--- src/rtl/ps2_rx.sv ---
`default_nettype none
// ============================================================================
//  Module   : ps2_rx
//  Purpose  : PS/2 device-to-host frame receiver. The raw PS/2 clock is
//             synchronised and glitch-filtered. Data is sampled on filtered
//             falling edges to build the 11-bit frame (start, 8 data bits
//             LSB first, odd parity, stop). The byte is presented with a
//             one-cycle done pulse, and parity and stop-bit errors are
//             flagged. A watchdog aborts any frame that stalls.
//  Ports    : clk_i        - system clock
//             reset_i      - asynchronous, active-high reset
//             rx_en_i      - allows a new frame to start (looked at in IDLE)
//             ps2d_i       - PS/2 data pin
//             ps2c_i       - PS/2 clock pin
//             rx_data_o    - last received byte
//             rx_done_o    - one-cycle pulse, frame complete
//             parity_err_o - last frame failed odd parity
//             frame_err_o  - last frame had a stop bit of 0
//             timeout_o    - one-cycle pulse, frame aborted by the watchdog
//             idle_o       - receiver is idle
//  Revision : 1.0 - initial release
// ============================================================================
module ps2_rx #(
    parameter int FILTER_LEN = 8,
    parameter int TIMEOUT    = 200_000
) (
    input  logic       clk_i,
    input  logic       reset_i,
    input  logic       rx_en_i,
    input  logic       ps2d_i,
    input  logic       ps2c_i,
    output logic [7:0] rx_data_o,
    output logic       rx_done_o,
    output logic       parity_err_o,
    output logic       frame_err_o,
    output logic       timeout_o,
    output logic       idle_o
);

    localparam int c_WD_W = (TIMEOUT > 2) ? $clog2(TIMEOUT) : 1;
    localparam logic [c_WD_W-1:0] c_WD_LAST = c_WD_W'(TIMEOUT - 1);

    typedef enum logic [1:0] {
        S_IDLE = 2'd0,
        S_DATA = 2'd1,
        S_STOP = 2'd2
    } state_t;

    // ---------------------------------------------------------------- sync/filter
    logic [1:0]            r_c_sync;
    logic [1:0]            r_d_sync;
    logic [FILTER_LEN-1:0] r_filt_sh;
    logic [FILTER_LEN-1:0] w_filt_sh_next;
    logic                  r_filt;
    logic                  w_filt_next;
    logic                  w_fall;
    logic                  w_d;

    generate
        if (FILTER_LEN == 1) begin : g_filt_one
            assign w_filt_sh_next = r_c_sync[1];
        end else begin : g_filt_multi
            assign w_filt_sh_next = {r_filt_sh[FILTER_LEN-2:0], r_c_sync[1]};
        end
    endgenerate

    // Hysteresis: the filtered clock only moves once every sample agrees.
    always_comb begin
        w_filt_next = r_filt;
        if (&w_filt_sh_next) begin
            w_filt_next = 1'b1;
        end else if (~|w_filt_sh_next) begin
            w_filt_next = 1'b0;
        end
    end

    // Edge is flagged in the cycle the filter settles low, not a cycle later.
    assign w_fall = r_filt & ~w_filt_next;
    assign w_d    = r_d_sync[1];

    always_ff @(posedge clk_i or posedge reset_i) begin
        if (reset_i) begin
            r_c_sync  <= 2'b11;
            r_d_sync  <= 2'b11;
            r_filt_sh <= '1;
            r_filt    <= 1'b1;
        end else begin
            r_c_sync  <= {r_c_sync[0], ps2c_i};
            r_d_sync  <= {r_d_sync[0], ps2d_i};
            r_filt_sh <= w_filt_sh_next;
            r_filt    <= w_filt_next;
        end
    end

    // ---------------------------------------------------------------- frame FSM
    state_t              r_state, w_state_next;
    logic [8:0]          r_shift, w_shift_next;
    logic [3:0]          r_cnt, w_cnt_next;
    logic [c_WD_W-1:0]   r_wd, w_wd_next;
    logic [7:0]          r_data, w_data_next;
    logic                r_perr, w_perr_next;
    logic                r_ferr, w_ferr_next;
    logic                r_done, w_done_next;
    logic                w_expire;

    assign w_expire = (r_state != S_IDLE) && (r_wd == c_WD_LAST);

    always_ff @(posedge clk_i or posedge reset_i) begin
        if (reset_i) begin
            r_state <= S_IDLE;
            r_shift <= '0;
            r_cnt   <= '0;
            r_wd    <= '0;
            r_data  <= '0;
            r_perr  <= 1'b0;
            r_ferr  <= 1'b0;
            r_done  <= 1'b0;
        end else begin
            r_state <= w_state_next;
            r_shift <= w_shift_next;
            r_cnt   <= w_cnt_next;
            r_wd    <= w_wd_next;
            r_data  <= w_data_next;
            r_perr  <= w_perr_next;
            r_ferr  <= w_ferr_next;
            r_done  <= w_done_next;
        end
    end

    always_comb begin
        w_state_next = r_state;
        w_shift_next = r_shift;
        w_cnt_next   = r_cnt;
        w_wd_next    = r_wd;
        w_data_next  = r_data;
        w_perr_next  = r_perr;
        w_ferr_next  = r_ferr;
        w_done_next  = 1'b0;

        case (r_state)
            S_IDLE: begin
                w_wd_next = '0;
                if (w_fall && rx_en_i && !w_d) begin
                    w_state_next = S_DATA;
                    w_cnt_next   = 4'd9;
                end
            end
            S_DATA: begin
                // Expiry takes priority over a coincident edge.
                if (w_expire) begin
                    w_state_next = S_IDLE;
                    w_wd_next    = '0;
                end else if (w_fall) begin
                    w_shift_next = {w_d, r_shift[8:1]};
                    w_cnt_next   = r_cnt - 4'd1;
                    w_wd_next    = '0;
                    if (r_cnt == 4'd1) begin
                        w_state_next = S_STOP;
                    end
                end else begin
                    w_wd_next = r_wd + 1'b1;
                end
            end
            S_STOP: begin
                if (w_expire) begin
                    w_state_next = S_IDLE;
                    w_wd_next    = '0;
                end else if (w_fall) begin
                    w_state_next = S_IDLE;
                    w_wd_next    = '0;
                    w_done_next  = 1'b1;
                    w_data_next  = r_shift[7:0];
                    w_perr_next  = ~^r_shift;
                    w_ferr_next  = ~w_d;
                end else begin
                    w_wd_next = r_wd + 1'b1;
                end
            end
            default: begin
                w_state_next = S_IDLE;
            end
        endcase
    end

    assign rx_data_o    = r_data;
    assign rx_done_o    = r_done;
    assign parity_err_o = r_perr;
    assign frame_err_o  = r_ferr;
    assign timeout_o    = w_expire;
    assign idle_o       = (r_state == S_IDLE);

endmodule
`default_nettype wire

--- config.mk ---
export PLATFORM = sky130hd
export DESIGN_NAME = ps2_rx
export DESIGN_NICKNAME = d
export VERILOG_FILES = /design/src/rtl/ps2_rx.sv
export SDC_FILE = /design/constraint.sdc
export NUM_CORES = 1
export LEC_CHECK = 0
export BUFFER_PORTS_ARGS = -buffer_cell sky130_fd_sc_hd__buf_4
export CAP_MARGIN = 15
export CORE_UTILIZATION = 31
export CTS_BUF_LIST = sky130_fd_sc_hd__clkbuf_2 sky130_fd_sc_hd__clkbuf_4 sky130_fd_sc_hd__clkbuf_8
export DETAILED_ROUTE_END_ITERATION = 6
export PLACE_DENSITY = 0.56
export SYNTH_ARGS = -nofsm -noshare
export SYNTH_HDL_FRONTEND = slang
export SYNTH_SLANG_ARGS = --single-unit
--- constraint.sdc ---
create_clock -name clk_i -period 3 [get_ports clk_i]
set_clock_uncertainty 0.2 [all_clocks]
set_input_delay 0.3 -clock clk_i [delete_from_list [all_inputs] [get_ports clk_i]]
set_output_delay 0.3 -clock clk_i [all_outputs]
set_load 0.1 [all_outputs]
# After elaboration in Yosys (flattened, before gate mapping)
# Cells that the tools add are included.
# word_totals
wordCells	63
reg_bits	56
in_bits	5
out_inout_bits	13
# classes
n_bitwise	4
add_sub_neg	2
n_reduce_logical	16
n_eq_ne	10
n_mux	19
# op_table
cell	n
$mux 18	2
$pmux 18 s2	1
$add 18x1->18 const B	1
$eq 18x18->1 const B	1
$mux 2	6
$mux 4	3
$ne 3x3->1 const B	3
$reduce_xnor 9->1	1
$pmux 4 s2	1
$reduce_and 4->1	2
$reduce_and 8->1	1
$reduce_or 8->1	1
$pmux 2 s3	1
$reduce_and 3->1	2
$reduce_bool 2->1	3
$mux 1	5
$eq 4x1->1 const B	1
$ne 2x2->1 const B	2
$sub 4x1->4 const B	1
$logic_and 1x1->1	3
$not 1->1	3
$eq 2x1->1 const B	1
$eq 2x2->1 const B	1
$logic_not 2->1	1
4 further kinds	4

# Longest topological paths before layout
# logic_depth
word_depth	9
mapped_depth	9
mapped_depth_nobuf	8

# Least setup slack after synthesis
# OpenSTA, ideal clock, no wires.
# synth_path
path_type	register to register
from	reg r_state[0]
to	reg r_cnt[3]
required_ps	2674
slack_ps	-295
path_buffers	1
arrival_ps	2969
path_stages_with_launch	10
cell_sequence	dfrtp_1 > inv_1 > ha_1 > nor3b_1 > nand2_1 > or3_1 > clkbuf_1 > inv_1 > o21ai_0 > nor3b_1
# synth_via
word_cells_on_any_way	10
classes_between	eq/ne (4); mux (1); reduce/logical (5)
# synth_rtl
element	line_no	rtl
from (decl)	96	state_t r_state, w_state_next;
from (signal assigned)	119	r_state <= w_state_next;
$logic_not 2->1 (*)	n/a	
net idle_o	37	output logic idle_o
$ne 2x1->1 (no line) or $reduce_bool 2->1 (tied branches)	n/a	
$reduce_and 4->1 (no line)	n/a	
to (signal assigned)	121	r_cnt <= w_cnt_next;
to (decl)	98	logic [3:0] r_cnt, w_cnt_next;
# Mark *: on every way through the listed nets, which the timed path passes. The rest lies on a longest branch.
# A chain may end at the register's enable or synchronous reset.

# Worst setup path in the final report
# layout_path
from	reg r_state[0]
to	out timeout_o
# layout_via
elab_chain_len	2
# layout_rtl
element	line_no	rtl
$reduce_bool 2->1	106	assign w_expire = (r_state != S_IDLE) && (r_wd == c_WD_LAST);
$logic_and 1x1->1	106	
to (decl)	36	output logic timeout_o,
# No other way between the ends.

==> results.cfg <==
[detailed_routing]
vias = 1978
route.detailed.wl_per_inst_um = 14.4
antenna_left = 0
first_pass_iters = 4
post-route-drc-count = 0
detail_route.iter0.violations = 131
wl_mm = 5.46
viasPerCell = 5.21

[global_routing]
grt_max_degree = 43
grt_pass1_wl_mm = 9.27
grt_antenna_before_repair = 0
gr-usage-all-layers = 0.131
grt-ovfl-total = 0
grt_pass1_vias = 1925

[cells_and_area]
drive_gt1_frac = 0.250
final_cell_mix = dfrtp_1, buf_4, nand2_1, mux2_2, o21ai_0
layout_commonest_cell = dfrtp_1
area_growth_syn_to_layout_pct = 13.7
nets = 283
final_area_sq_um = 3150
final_cells = 380
antennaDiodeCount = 0

[timing]
slew_violations = 0
rsz0062_at_grt = no
setup_tns_ns = 0
fin_crit_ns = 2.85
max_slew_margin = 0.557
max_freq_mhz = 351
finalCritPeriodShare = 0.950
setup_viol = 0
tightest_slew_ns = 0.663
setup_ws_ns = 0.150
hold_viol = 0

[floorplanning]
core_area_sq_um = 8680
fp.dieH_um = 96.5
ios = 18
initial_utilization = 0.319
row_count = 34
die_w_um = 96.5
die-area_sq_um = 9310

[power]
p_clk_frac = 0.315
switchingPower_mw = 0.400
swShare = 0.283
p_leak_nw = 1.35
p_comb_frac = 0.107
p_total_mw = 1.41
p_seq_frac = 0.578
power.internal_mw = 1.01
p_per_area_nw_per_um2 = 449
peakVddDrop_mv = 0.299

[synthesis]
synth_flop_cell = dfrtp_1
synth_area_sq_um = 2770
yosysTopAreaCell = dfrtp_1
synth_area_leaders = dfrtp_1, dfstp_2, mux2_2, ha_1, o21ai_0
synth.distinct_cells = 48
synthArstFlopShare = 1.00
yosysTopAreaCellShare = 0.398
synth-seq-cells = 56
yosys_warnings = 0
synth_edf_count = 0
synth_cells = 248
ys_seq_area_frac = 0.512
syn_area_per_cell_sq_um = 11.2
synth_nets = 260

[setup_path]
crit_path_max_fanout = 7
path_class = flip-flop to primary output
reg2reg_setup_slack_ns = 0.45
cp-end-kind = primary output
cp-start-kind = flip-flop
critical_path_required_ns = 2.50
cp.arrival_ns = 2.35

[clock_network]
cts_buffer_depth = 2
cts_tree = done
cts.sinks = 56
cts-buffers-inserted = 5
clockRootBuffer = clkbuf_8
clk_latency_ns = 0.32
htree_levels = 2
path_clk_slew_ns = 0.10

[placed_design]
dpl_cell_area_sq_um = 3020
detailed_place_hpwl_mm = 3.88
port_buffers = 17
dp_cells = 369
place_congestion = 0.810
pre_cts_slack_ns = 0.476

[run_status]
outcome = finished clean

[min_path]
min-delay-path-class = flip-flop to flip-flop

[job]
drv_cap = 0
[metal layers]
layer | share of wire | global-route usage
met2 | 0.48 | 0.212
met4 | 0.014 | 0.0380
met5 | 0 | 0
met3 | 0.034 | 0.0313
met1 | 0.48 | 0.174
[worst max-delay path: stages (launching register included)]
cell	delay, ns
dfrtp_1	0.42
inv_1	0.08
ha_2	0.23
nor3b_1	0.29
nand2_1	0.09
or3_1	0.53
clkinvlp_4	0.17
buf_6	0.23
[power by group through the flow]
stage	sequential [mW]	combinational, mW	clock [mW]
floorplan	0.824	0.122	0
global placement	0.830	0.149	0
detailed placement	0.830	0.150	0
CTS	0.817	0.153	0.461
global route	0.822	0.168	0.485
finish	0.817	0.151	0.445
[layout make-up]
| type | count | area [sq um] |
|---|---|---|
| well taps | 108 | 135 |
| repair buffers | 23 | 184 |
| flip-flops and latches | 56 | 1420 |
| fillers | 883 | 5530 |
| inverters | 15 | 60.1 |
| multi-input cells | 170 | 1260 |
| clock buffers | 5 | 68.8 |
| clock inverters | 3 | 27.5 |
[kinds of logic after synthesis]
kind of cell / synth area share
flip-flops: 0.512
AND/OR/NAND/NOR: 0.178
adder cells (fa/ha/maj): 0.0316
AO/OA/AOI/OAI: 0.122
XOR/XNOR: 0.0411
buffers and inverters: 0.0353
multiplexers: 0.0805
[worst paths after layout]
kind | start | endpoint | depth (start not counted)
max | r_state[0] | timeout_o | 7
min | r_c_sync[0] | r_c_sync[1] | 0
max reg2reg | r_state[0] | r_shift[3] | 7
min reg2reg | r_c_sync[0] | r_c_sync[1] | 0
max in group asynchronous | reset_i | r_filt_sh[0] | 4
min in group asynchronous | reset_i | rx_data_o[3] | 3
[per-stage QoR]
step / util / hold WS [ns]
finish: 0.363 / 0.162
global route: 0.363 / 0.164
floorplan: - / 0.104
detailed placement: 0.348 / 0.0836
CTS: 0.362 / 0.164
global placement: 0.348 / 0.0827
[registers in the layout (all words and copies together), names as in the netlist]
| register | flops |
|---|---|
| r_wd | 18 |
| r_shift | 9 |
| rx_data_o | 8 |
| r_filt_sh | 7 |
| r_cnt | 4 |
| r_c_sync | 2 |
| r_d_sync | 2 |
| r_state | 2 |
| frame_err_o | 1 |
| parity_err_o | 1 |
| r_filt | 1 |
| rx_done_o | 1 |
[what timing repair did]
| item | CTS | global route |
|---|---|---|
| hold buffers | 3 | 0 |
| setup endpoints to repair | 0 | 1 |
| resized for setup | 0 | 1 |
| buffers inserted | 0 | 0 |
| endpoints found under the hold margin | 16 | 0 |
[Yosys cell counts (2+ instances only)]
library cell / number
dfrtp_1: 44
mux2_2: 17
nand2_1: 17
o21ai_0: 16
inv_1: 15
nand3_1: 13
dfstp_2: 12
a21oi_1: 9
and3_1: 9
xnor2_1: 8
ha_1: 7
nand4_1: 7
a31oi_1: 6
clkbuf_1: 5
xor2_1: 5
nand2b_1: 4
nor2_1: 4
nor3_1: 4
or3_1: 4
a22o_1: 3
and2_1: 3
nor3b_1: 3
a41oi_1: 2
buf_6: 2
mux2i_1: 2
nand3_2: 2
nor4_1: 2
nor4b_1: 2
or4_4: 2
Note: power is estimated with default switching activity, not from simulation.
